==> config.mk <==
export PLATFORM = sky130hd
export DESIGN_NAME = pc_sequencer_flat
export DESIGN_NICKNAME = d
export VERILOG_FILES = /design/src/rtl/pc_sequencer_pkg.sv /design/src/rtl/pc_sequencer_if.sv /design/src/rtl/pc_return_stack.sv /design/src/rtl/pc_sequencer.sv /design/src/flat_wrapper.sv
export SDC_FILE = /design/constraint.sdc
export NUM_CORES = 1
export LEC_CHECK = 0
export ABC_CLOCK_PERIOD_IN_PS = 7600
export CAP_MARGIN = 20
export CORE_AREA = 2 2 71 140
export DETAILED_ROUTE_END_ITERATION = 7
export DIE_AREA = 0 0 73 142
export GPL_TIMING_DRIVEN = 0
export PLACE_DENSITY = 0.85
export SLEW_MARGIN = 20
export SYNTH_ARGS = -nofsm -noshare
export SYNTH_HDL_FRONTEND = slang
export SYNTH_HIERARCHICAL = 1
export SYNTH_SLANG_ARGS = --single-unit
==> constraint.sdc <==
create_clock -name clk -period 7.6 [get_ports clk]
set_input_delay 1.14 -clock clk [delete_from_list [all_inputs] [get_ports clk]]
set_output_delay 1.14 -clock clk [all_outputs]
set_load 0.05 [all_outputs]
==> src/rtl/pc_sequencer_pkg.sv <==
// Shared definitions for the fetch/flow controller.
// Holds the flow-op encodings, the controller state enum and the default
// address/instruction width.
package pc_sequencer_pkg;

  localparam int unsigned WIDTH_DEF = 16;
  localparam int unsigned OP_W      = 3;

  typedef enum logic [OP_W-1:0] {
    OP_NEXT = 3'b000,
    OP_JUMP = 3'b001,
    OP_CALL = 3'b010,
    OP_RET  = 3'b011,
    OP_HALT = 3'b100
  } ctl_op_e;

  typedef enum logic [1:0] {
    ST_BOOT,
    ST_FETCH,
    ST_DECODE,
    ST_HALTED
  } state_e;

endpackage

==> src/rtl/pc_sequencer_if.sv <==
// Fetch and decoder handshake bundle between the sequencer and its neighbours.
//   imem_req/imem_addr -> fetch request;  imem_ack/imem_data <- fetch response
//   ir/ir_valid        -> instruction presented to the decoder
//   ctl_valid/ctl_op/ctl_target <- decoder flow op;  ctl_ready -> op accepted
// master: the sequencer; slave: memory + decoder side.
interface pc_sequencer_if
  import pc_sequencer_pkg::*;
#(
  parameter int unsigned WIDTH = WIDTH_DEF
);

  logic             imem_req;
  logic [WIDTH-1:0] imem_addr;
  logic             imem_ack;
  logic [WIDTH-1:0] imem_data;
  logic [WIDTH-1:0] ir;
  logic             ir_valid;
  logic             ctl_valid;
  logic             ctl_ready;
  logic [OP_W-1:0]  ctl_op;
  logic [WIDTH-1:0] ctl_target;

  modport master (
    output imem_req, imem_addr, ir, ir_valid, ctl_ready,
    input  imem_ack, imem_data, ctl_valid, ctl_op, ctl_target
  );

  modport slave (
    input  imem_req, imem_addr, ir, ir_valid, ctl_ready,
    output imem_ack, imem_data, ctl_valid, ctl_op, ctl_target
  );

endinterface

==> src/rtl/pc_return_stack.sv <==
// Return-address LIFO.
//   push/push_data : store a word (ignored when full)
//   pop            : drop the top word (ignored when empty)
//   top            : current top-of-stack word
//   full/empty/level : occupancy
// Push and pop are never asserted together by the sequencer.
module pc_return_stack #(
  parameter int unsigned WIDTH = 16,
  parameter int unsigned DEPTH = 4
) (
  input  logic                   clk,
  input  logic                   reset_n,
  input  logic                   push,
  input  logic                   pop,
  input  logic [WIDTH-1:0]       push_data,
  output logic [WIDTH-1:0]       top,
  output logic                   full,
  output logic                   empty,
  output logic [$clog2(DEPTH):0] level
);

  localparam int unsigned IDX_W = $clog2(DEPTH);
  localparam int unsigned LVL_W = IDX_W + 1;

  logic [WIDTH-1:0] mem_q [DEPTH];
  logic [LVL_W-1:0] level_q;
  logic [IDX_W-1:0] wr_idx;
  logic [IDX_W-1:0] rd_idx;

  // Level doubles as the write pointer; top sits one below it.
  assign wr_idx = IDX_W'(level_q);
  assign rd_idx = IDX_W'(level_q - LVL_W'(1));

  assign full  = (level_q == LVL_W'(DEPTH));
  assign empty = (level_q == '0);
  assign level = level_q;
  assign top   = mem_q[rd_idx];

  // Storage and occupancy.
  always_ff @(posedge clk or negedge reset_n) begin
    if (!reset_n) begin
      level_q <= '0;
      for (int i = 0; i < int'(DEPTH); i++) begin
        mem_q[i] <= '0;
      end
    end else if (push && !full) begin
      mem_q[wr_idx] <= push_data;
      level_q       <= level_q + LVL_W'(1);
    end else if (pop && !empty) begin
      level_q <= level_q - LVL_W'(1);
    end
  end

endmodule

==> src/rtl/pc_sequencer.sv <==
// Fetch/flow controller driving an external load-or-increment PC counter.
//   clk, reset_n      : clock, async active-low reset
//   pc_value          : counter output
//   pc_load/pc_datain : counter controls (counter increments when pc_load=0)
//   bus               : fetch + decoder handshakes (master side)
//   resume            : leave HALTED
//   halted, stack_err, sp_level : status
module pc_sequencer
  import pc_sequencer_pkg::*;
#(
  parameter int unsigned     WIDTH        = WIDTH_DEF,
  parameter logic [WIDTH-1:0] RESET_VECTOR = '0,
  parameter int unsigned     STACK_DEPTH  = 4
) (
  input  logic                         clk,
  input  logic                         reset_n,
  input  logic [WIDTH-1:0]             pc_value,
  output logic                         pc_load,
  output logic [WIDTH-1:0]             pc_datain,
  pc_sequencer_if.master               bus,
  input  logic                         resume,
  output logic                         halted,
  output logic                         stack_err,
  output logic [$clog2(STACK_DEPTH):0] sp_level
);

  state_e           state_q;
  state_e           state_d;
  logic [WIDTH-1:0] ir_q;
  logic             ir_load;
  logic             err_set;
  logic             err_clr;
  logic             push;
  logic             pop;
  logic [WIDTH-1:0] stk_top;
  logic             stk_full;
  logic             stk_empty;
  logic             imem_req;
  logic             ir_valid;
  logic             ctl_ready;

  pc_return_stack #(
    .WIDTH (WIDTH),
    .DEPTH (STACK_DEPTH)
  ) u_stack (
    .clk       (clk),
    .reset_n   (reset_n),
    .push      (push),
    .pop       (pop),
    .push_data (pc_value + WIDTH'(1)),
    .top       (stk_top),
    .full      (stk_full),
    .empty     (stk_empty),
    .level     (sp_level)
  );

  assign bus.imem_req  = imem_req;
  assign bus.imem_addr = pc_value;
  assign bus.ir        = ir_q;
  assign bus.ir_valid  = ir_valid;
  assign bus.ctl_ready = ctl_ready;

  // State register.
  always_ff @(posedge clk or negedge reset_n) begin
    if (!reset_n) begin
      state_q <= ST_BOOT;
    end else begin
      state_q <= state_d;
    end
  end

  // Instruction register and sticky stack error.
  always_ff @(posedge clk or negedge reset_n) begin
    if (!reset_n) begin
      ir_q      <= '0;
      stack_err <= 1'b0;
    end else begin
      if (ir_load) begin
        ir_q <= bus.imem_data;
      end
      if (err_set) begin
        stack_err <= 1'b1;
      end else if (err_clr) begin
        stack_err <= 1'b0;
      end
    end
  end

  // Next state and outputs; the counter is held (reloaded with itself)
  // on every cycle that must not advance it.
  always_comb begin
    state_d   = state_q;
    pc_load   = 1'b1;
    pc_datain = pc_value;
    imem_req  = 1'b0;
    ir_valid  = 1'b0;
    ctl_ready = 1'b0;
    halted    = 1'b0;
    ir_load   = 1'b0;
    err_set   = 1'b0;
    err_clr   = 1'b0;
    push      = 1'b0;
    pop       = 1'b0;

    case (state_q)
      ST_BOOT: begin
        pc_datain = RESET_VECTOR;
        state_d   = ST_FETCH;
      end

      ST_FETCH: begin
        imem_req = 1'b1;
        if (bus.imem_ack) begin
          ir_load = 1'b1;
          state_d = ST_DECODE;
        end
      end

      ST_DECODE: begin
        ir_valid  = 1'b1;
        ctl_ready = 1'b1;
        if (bus.ctl_valid) begin
          case (bus.ctl_op)
            OP_NEXT: begin
              pc_load = 1'b0;
              state_d = ST_FETCH;
            end
            OP_JUMP: begin
              pc_datain = bus.ctl_target;
              state_d   = ST_FETCH;
            end
            OP_CALL: begin
              if (stk_full) begin
                err_set = 1'b1;
                state_d = ST_HALTED;
              end else begin
                push      = 1'b1;
                pc_datain = bus.ctl_target;
                state_d   = ST_FETCH;
              end
            end
            OP_RET: begin
              if (stk_empty) begin
                err_set = 1'b1;
                state_d = ST_HALTED;
              end else begin
                pop       = 1'b1;
                pc_datain = stk_top;
                state_d   = ST_FETCH;
              end
            end
            OP_HALT: begin
              state_d = ST_HALTED;
            end
            default: begin
              err_set = 1'b1;
              state_d = ST_HALTED;
            end
          endcase
        end
      end

      ST_HALTED: begin
        halted = 1'b1;
        if (resume) begin
          err_clr = 1'b1;
          state_d = ST_FETCH;
        end
      end

      default: begin
        state_d = ST_BOOT;
      end
    endcase
  end

endmodule

==> src/flat_wrapper.sv <==
// flat-port wrapper written by rule: the top's interface ports become plain ports
module pc_sequencer_flat import pc_sequencer_pkg::*;
#(
  parameter int unsigned     WIDTH        = WIDTH_DEF,
  parameter logic [WIDTH-1:0] RESET_VECTOR = '0,
  parameter int unsigned     STACK_DEPTH  = 4
)
  (clk, reset_n, pc_value, pc_load, pc_datain, resume, halted, stack_err, sp_level, bus_imem_req, bus_imem_addr, bus_ir, bus_ir_valid, bus_ctl_ready, bus_imem_ack, bus_imem_data, bus_ctl_valid, bus_ctl_op, bus_ctl_target);
  pc_sequencer_if #(.WIDTH(WIDTH)) bus_i ();
  input  logic clk;
  input  logic reset_n;
  input  logic [WIDTH-1:0] pc_value;
  output logic pc_load;
  output logic [WIDTH-1:0] pc_datain;
  input  logic resume;
  output logic halted;
  output logic stack_err;
  output logic [$clog2(STACK_DEPTH):0] sp_level;
  output wire logic [$bits(bus_i.imem_req)-1:0] bus_imem_req;
  output wire logic [$bits(bus_i.imem_addr)-1:0] bus_imem_addr;
  output wire logic [$bits(bus_i.ir)-1:0] bus_ir;
  output wire logic [$bits(bus_i.ir_valid)-1:0] bus_ir_valid;
  output wire logic [$bits(bus_i.ctl_ready)-1:0] bus_ctl_ready;
  input wire logic [$bits(bus_i.imem_ack)-1:0] bus_imem_ack;
  input wire logic [$bits(bus_i.imem_data)-1:0] bus_imem_data;
  input wire logic [$bits(bus_i.ctl_valid)-1:0] bus_ctl_valid;
  input wire logic [$bits(bus_i.ctl_op)-1:0] bus_ctl_op;
  input wire logic [$bits(bus_i.ctl_target)-1:0] bus_ctl_target;
  assign bus_imem_req = bus_i.imem_req;
  assign bus_imem_addr = bus_i.imem_addr;
  assign bus_ir = bus_i.ir;
  assign bus_ir_valid = bus_i.ir_valid;
  assign bus_ctl_ready = bus_i.ctl_ready;
  assign bus_i.imem_ack = bus_imem_ack;
  assign bus_i.imem_data = bus_imem_data;
  assign bus_i.ctl_valid = bus_ctl_valid;
  assign bus_i.ctl_op = bus_ctl_op;
  assign bus_i.ctl_target = bus_ctl_target;
  pc_sequencer #(.WIDTH(WIDTH), .RESET_VECTOR(RESET_VECTOR), .STACK_DEPTH(STACK_DEPTH)) u_core (.clk(clk), .reset_n(reset_n), .pc_value(pc_value), .pc_load(pc_load), .pc_datain(pc_datain), .bus(bus_i), .resume(resume), .halted(halted), .stack_err(stack_err), .sp_level(sp_level));
endmodule
==> flow_summary.json, run 1 <==
{
  "outcome": "finished, final reports clean",
  "drv_slew": 0,
  "cts_buffers": 9,
  "rsz0062_at_grt": "false",
  "synthSimpleGateAreaFrac_pct": 10.5,
  "ys.warnings.count": 6,
  "core-area_um2": 9320,
  "rr_endpoint": "u_core/u_stack/mem_q[56]",
  "syn_area_um2": 5000,
  "die_w_um": 73,
  "die_area_um2": 10400,
  "path_clk_slew_ns": 0.07,
  "synth.mux.area_fraction_pct": 27.9,
  "r2r_setup_slack_ns": 3.93,
  "drt_wl_total_um": 13000,
  "critPathCapture": "pc_datain[8]",
  "ios": 113,
  "max_cap_viol_count": 0,
  "firstDrtPassIters": 5,
  "vias": 3772,
  "fin_nets": 579,
  "yosysSeqAreaShare_pct": 43.0,
  "cp_data_arrival_time_ns": 3.83,
  "hold_depth": 2,
  "p_leak_nw": 2.98,
  "syn2layout_area_growth_pct": 31.2,
  "min_from": "u_core/stack_err",
  "grt_max_degree": 57,
  "placementRows": 50,
  "peakVddDrop_uv": 316,
  "cp.required_ns": 6.46,
  "routabilityCongestion": 0.948,
  "setup_tns_ns": 0,
  "detail-route-antenna-nets": 0,
  "period_minus_slack_ns": 4.97,
  "skew_ns": 0.00891,
  "cts_sinks": 86,
  "globalRouteMet2Util_pct": 46.8,
  "antennaDiodeCount": 0,
  "post_cts_resized": 0,
  "synth_xor_area_share_pct": 2.63,
  "cellPowerDensity_nw_per_um2": 310,
  "grt-busiest-layer": "met2",
  "fin_crit_sh_pct": 65.5,
  "hold_class": "reg -> reg",
  "grt_usage_pct": 26.5,
  "grt_use_met1_pct": 28.7,
  "ctsHoldBuffers": 0,
  "setup.worst_path.start": "u_core/u_stack/level[0]",
  "synth_compound_area_share_pct": 6.33,
  "h-tree-depth": 3,
  "routedWlPerCell_um": 21.0,
  "synth_top_family_by_area": "multiplexers",
  "synth_fa_ha_area_share_pct": 3.00,
  "netlist_instances": 387,
  "grt_pass1_wl_um": 20600,
  "worst_slew_pin_slew_ns": 0.561,
  "root_buffer": "clkbuf_16",
  "initial_core_util_pct": 53.6,
  "netlist_top_cells_area": "dfrtp_1, mux2_2, mux2_4",
  "reg2reg_depth": 13,
  "setup_viol": 0,
  "ys_types": 45,
  "critical_path_class": "reg -> out",
  "start_kind": "flip-flop",
  "drive_above_1_share_pct": 31.8,
  "max_slew_margin_pct": 62.5,
  "synth_top_area_share_pct": 43.0,
  "crit_path_max_fanout": 10,
  "dp_hpwl_um": 9660,
  "synth_top_cell_by_area": "dfrtp_1",
  "clock_latency_ns": 0.34,
  "first_global_vias": 4103,
  "clk_path_buf_depth": 2,
  "r2r-start": "u_core/u_stack/level[0]",
  "syn_area_per_cell_um2": 12.9,
  "use_met3_pct": 4.82,
  "grt-ovfl-total": 0,
  "final_core_util_pct": 70.4,
  "grt_antenna_before_repair": 0,
  "port_buffers": 112,
  "critPathCaptureType": "output pin",
  "drcViolationCount": 0,
  "syn_nets": 455,
  "dieHeight_um": 142,
  "drt_iter0_drc": 392,
  "cts_setup_buffers": 0,
  "synth_seq_cells": 86,
  "cts_tree": "built",
  "avgViaCountPerCell": 6.08,
  "final_hold_viol_count": 0,
  "max_freq_mhz": 201
}
## critical path, cell delays in order, from the launching register on
cell and delay (ns):
dfrtp_1 0.39, buf_2 0.35, buf_4 0.32, inv_1 0.12
ha_1 0.30, ha_1 0.25, and3b_1 0.20, buf_2 0.21
buf_2 0.27, nand3_1 0.13, o211ai_1 0.12, clkdlybuf4s50_1 0.83
## kinds of logic after synthesis
group / after synthesis
compound gates: 41
xor+xnor: 15
fa+ha+maj: 12
buf+inv: 47
flops: 86
mux: 98
simple gates: 88
## layer usage
layer | vias to the layer above | wire [µm] | share of wire [%]
met5 | - | 0 | 0
met4 | 0 | 621 | 4.8
met3 | 49 | 763 | 5.9
met2 | 216 | 7180 | 55
met1 | 1848 | 4450 | 34
li1 | 1659 | - | -
## synth_stat cells, drive strengths merged
library cell	count
a21boi	2
a21o	1
a21oi	1
a31oi	1
and2	3
and2b	1
and3b	2
and4	1
buf	36
clkbuf	3
dfrtp	86
ha	12
inv	8
mux2	81
mux2i	1
mux4	16
nand2	30
nand2b	5
nand3	23
nand3b	2
nand4	8
nor2	2
nor2b	1
nor3	1
nor3b	1
nor4	4
o211ai	33
o21a	1
o2bb2ai	1
o31ai	1
or3	4
xnor2	9
xor2	6
## final cells by class
| type | instances | area, µm² |
|---|---|---|
| clock inverter | 7 | 57.6 |
| tap | 104 | 130 |
| buffer | 39 | 298 |
| clock buffer | 9 | 225 |
| sequential | 86 | 2150 |
| inverter | 8 | 30.0 |
| timing repair buffer | 113 | 1150 |
| multi-input combinational | 254 | 2520 |
| fill | 667 | 2760 |
## power breakdown
| part | leakage (nW) | switching, mW | internal, mW | total, mW |
|---|---|---|---|---|
| clock network | 0.140 | 0.187 | 0.225 | 0.412 |
| registers | 1.15 | 0.0573 | 0.560 | 0.617 |
| logic | 1.69 | 0.608 | 0.395 | 1.00 |
## flip-flops by register name (all words and copies together), names as in the netlist
signal / count
u_core/bus.ir: 16
u_core/stack_err: 1
u_core/state_q: 2
u_core/u_stack/level: 3
u_core/u_stack/mem_q: 64
## placed cells by master, fill, tap and decap left out, types with 11 or more instances in the layout
cell type / instances
o211ai_1: 33
mux2_4: 30
mux2_2: 51
ha_1: 12
mux4_2: 16
nand3_1: 23
clkdlybuf4s50_1: 111
dfrtp_1: 86
nand2_1: 26
buf_2: 11
buf_4: 20
## how the worst min path moves through the flow
stage	to	slack, ns
floorplan	u_core/u_stack/mem_q[32]	0.47
global placement	u_core/stack_err	0.46
detailed placement	u_core/stack_err	0.47
CTS	u_core/stack_err	0.49
global route	u_core/bus.ir[0]	0.51
finish	u_core/stack_err	0.49
## stage by stage
step / power, mW / setup WS, ns / hold slack, ns / area [µm²] / cells
6_report: 2.03 / 2.63 / 0.487 / 6560 / 620
3_3_place_gp: 1.60 / 2.48 / 0.465 / 6250 / 603
5_1_grt: 2.12 / 2.41 / 0.508 / 6560 / 620
4_1_cts: 2.05 / 2.59 / 0.488 / 6560 / 620
2_1_floorplan: 1.30 / 3.56 / 0.474 / 5000 / 387
3_5_place_dp: 1.63 / 2.90 / 0.472 / 6280 / 604
No activity file was read; power rests on OpenSTA's default activity.
==> run 2: changes to the inputs <==
ABC_CLOCK_PERIOD_IN_PS = 4800   (was 7600)
CORE_AREA = 2 2 74 146   (was 2 2 71 140)
DIE_AREA = 0 0 76 148   (was 0 0 73 142)
PLACE_DENSITY = 0.78   (was 0.85)
clock period = 4.8 ns   (was 7.6 ns; I/O delays follow)
==> run 2 against run 1 <==
Net effect: worst hold slack worse by 0.15 ns; core utilization down 4.5 points; register-to-register slack lost 2.7 ns; design area is 1.2% higher; routed wire length down 4.1%; via count down 3.2%; clock-buffer cell count unchanged.
==> flow_summary.json, run 2 (synthesis gave the netlist of run 1 again) <==
{
  "outcome": "finished, final reports clean",
  "h-tree-depth": 3,
  "cp.required_ns": 4.08,
  "start_kind": "flip-flop",
  "period_minus_slack_ns": 4.52,
  "grt_antenna_before_repair": 0,
  "skew_ns": 0.00875,
  "power_frac_clock_pct": 22.5,
  "crit_path_max_fanout": 10,
  "layout_commonest_cell": "clkdlybuf4s50_1",
  "drt_wl_total_um": 12500,
  "critPathCaptureType": "output pin",
  "peakVddDrop_uv": 418,
  "path_clk_slew_ns": 0.06,
  "die_area_um2": 11200,
  "first_global_vias": 3888,
  "pre_cts_ws_ns": 0.555,
  "fin_crit_sh_pct": 94.1,
  "antennaDiodeCount": 0,
  "routabilityCongestion": 0.817,
  "hold_class": "in -> async",
  "ctsHoldBuffers": 0,
  "drv_slew": 0,
  "setup_tns_ns": 0,
  "drcViolationCount": 0,
  "cts_tree": "built",
  "dp.cells": 635,
  "root_buffer": "clkbuf_16",
  "layout_common_cells": "clkdlybuf4s50_1, dfrtp_1, mux2_2",
  "die_w_um": 76,
  "drt_iter0_drc": 301,
  "place_area_um2": 6310,
  "worst_slew_pin_slew_ns": 0.551,
  "ios": 113,
  "final_hold_viol_count": 0,
  "fin_nets": 579,
  "cts_sinks": 86,
  "cellPowerDensity_nw_per_um2": 497,
  "netSwitchingPower_mw": 1.34,
  "max_cap_viol_count": 0,
  "fin_area_um2": 6640,
  "vias": 3653,
  "grt_pass1_wl_um": 20200,
  "largest_reg_flops": 64,
  "power_frac_seq_pct": 29.7,
  "clk_path_buf_depth": 2,
  "power_switching_share_pct": 40.4,
  "routedWlPerCell_um": 19.2,
  "grt-ovfl-total": 0,
  "max_flop_register": "u_core/u_stack/mem_q",
  "max_slew_margin_pct": 63.3,
  "setup_viol": 0,
  "placementRows": 52,
  "detail-route-antenna-nets": 0,
  "clock_latency_ns": 0.34,
  "max_freq_mhz": 221,
  "cts_setup_buffers": 0,
  "p_leak_nw": 3.00,
  "intPower_mw": 1.97,
  "port_buffers": 112,
  "avgViaCountPerCell": 5.61,
  "dieHeight_um": 148,
  "drive_above_1_share_pct": 31.8,
  "critical_path_class": "reg -> out",
  "grt_max_degree": 51,
  "initial_core_util_pct": 49.6,
  "cts_buffers": 9,
  "rsz0062_at_grt": "false",
  "setup_ws_ns": 0.283,
  "grt_usage_pct": 23.2,
  "syn2layout_area_growth_pct": 32.8,
  "dp_hpwl_um": 9400,
  "core-area_um2": 10100,
  "cp_data_arrival_time_ns": 3.80,
  "final_cell_count_no_fill": 651,
  "firstDrtPassIters": 4,
  "power_frac_comb_pct": 47.8
}
[run 2: cell types whose count changed in the layout (fill, tap and decap cells not counted)]
cell | before | now
clkinv_4 | 4 | 1
bufinv_16 | 0 | 2
clkinvlp_4 | 0 | 2
clkdlybuf4s50_1 | 111 | 110
dlymetal6s2s_1 | 0 | 1
inv_6 | 2 | 1
[run 2: what timing repair did]
item                       in CTS  in global routing
setup endpoints to repair       0                  1
hold endpoints to repair        0                  0
resized for setup               0                  1
[run 2: power groups by stage]
| stage | sequential [mW] | combinational (mW) | clock (mW) |
|---|---|---|---|
| 2_1_floorplan | 1.25 | 0.805 | 0 |
| 3_3_place_gp | 0.978 | 1.57 | 0 |
| 3_5_place_dp | 0.989 | 1.59 | 0 |
| 4_1_cts | 0.979 | 1.59 | 0.755 |
| 5_1_grt | 1.00 | 1.66 | 0.786 |
| 6_report | 0.980 | 1.58 | 0.744 |
[run 2: per-stage QoR]
step	power (mW)	hold slack, ns	utilization, %
2_1_floorplan	2.06	0.424	-
3_3_place_gp	2.55	0.467	62.4
3_5_place_dp	2.58	0.478	62.6
4_1_cts	3.33	0.356	65.8
5_1_grt	3.45	0.383	65.8
6_report	3.30	0.338	65.8
[run 2: worst paths after layout]
| check | slack, ns | depth (start not counted) | to | start |
|---|---|---|---|---|
| worst max register to register | 1.21 | 13 | u_core/u_stack/mem_q[40] | u_core/u_stack/level[0] |
| worst max-delay path | 0.28 | 11 | pc_datain[13] | u_core/u_stack/level[0] |
| worst min-delay path | 0.34 | 1 | u_core/u_stack/mem_q[44] | reset_n |
| min in group clk | 0.49 | 2 | u_core/stack_err | u_core/stack_err |
| max in group asynchronous | 3.84 | 2 | u_core/u_stack/mem_q[1] | reset_n |
| worst min register to register | 0.49 | 2 | u_core/stack_err | u_core/stack_err |
[run 2: worst max-delay path, cell delays in order (launching register included)]
cell             delay, ns
dfrtp_1               0.39
buf_2                 0.36
buf_4                 0.32
inv_1                 0.12
ha_1                  0.30
ha_1                  0.25
and3b_1               0.22
buf_2                 0.19
buf_2                 0.25
nand3_1               0.10
o211ai_1              0.12
clkdlybuf4s50_1       0.83
[run 2: layout make-up]
type                       instances  area, µm²
inverter                           8       30.0
clock inverter                     7       97.6
clock buffer                       9        225
fill                             745       3440
multi-input combinational        254       2520
timing repair buffer             113       1150
sequential                        86       2150
buffer                            39        298
tap                              135        169
[run 2: layer usage]
metal,track usage [%],wire length [µm],up-vias,share of wire [%]
met4,10.4,352,0,2.8
met2,41.1,6820,145,55
li1,-,-,1649,-
met3,5.43,735,23,5.9
met5,0,0,-,0
met1,26.6,4580,1836,37
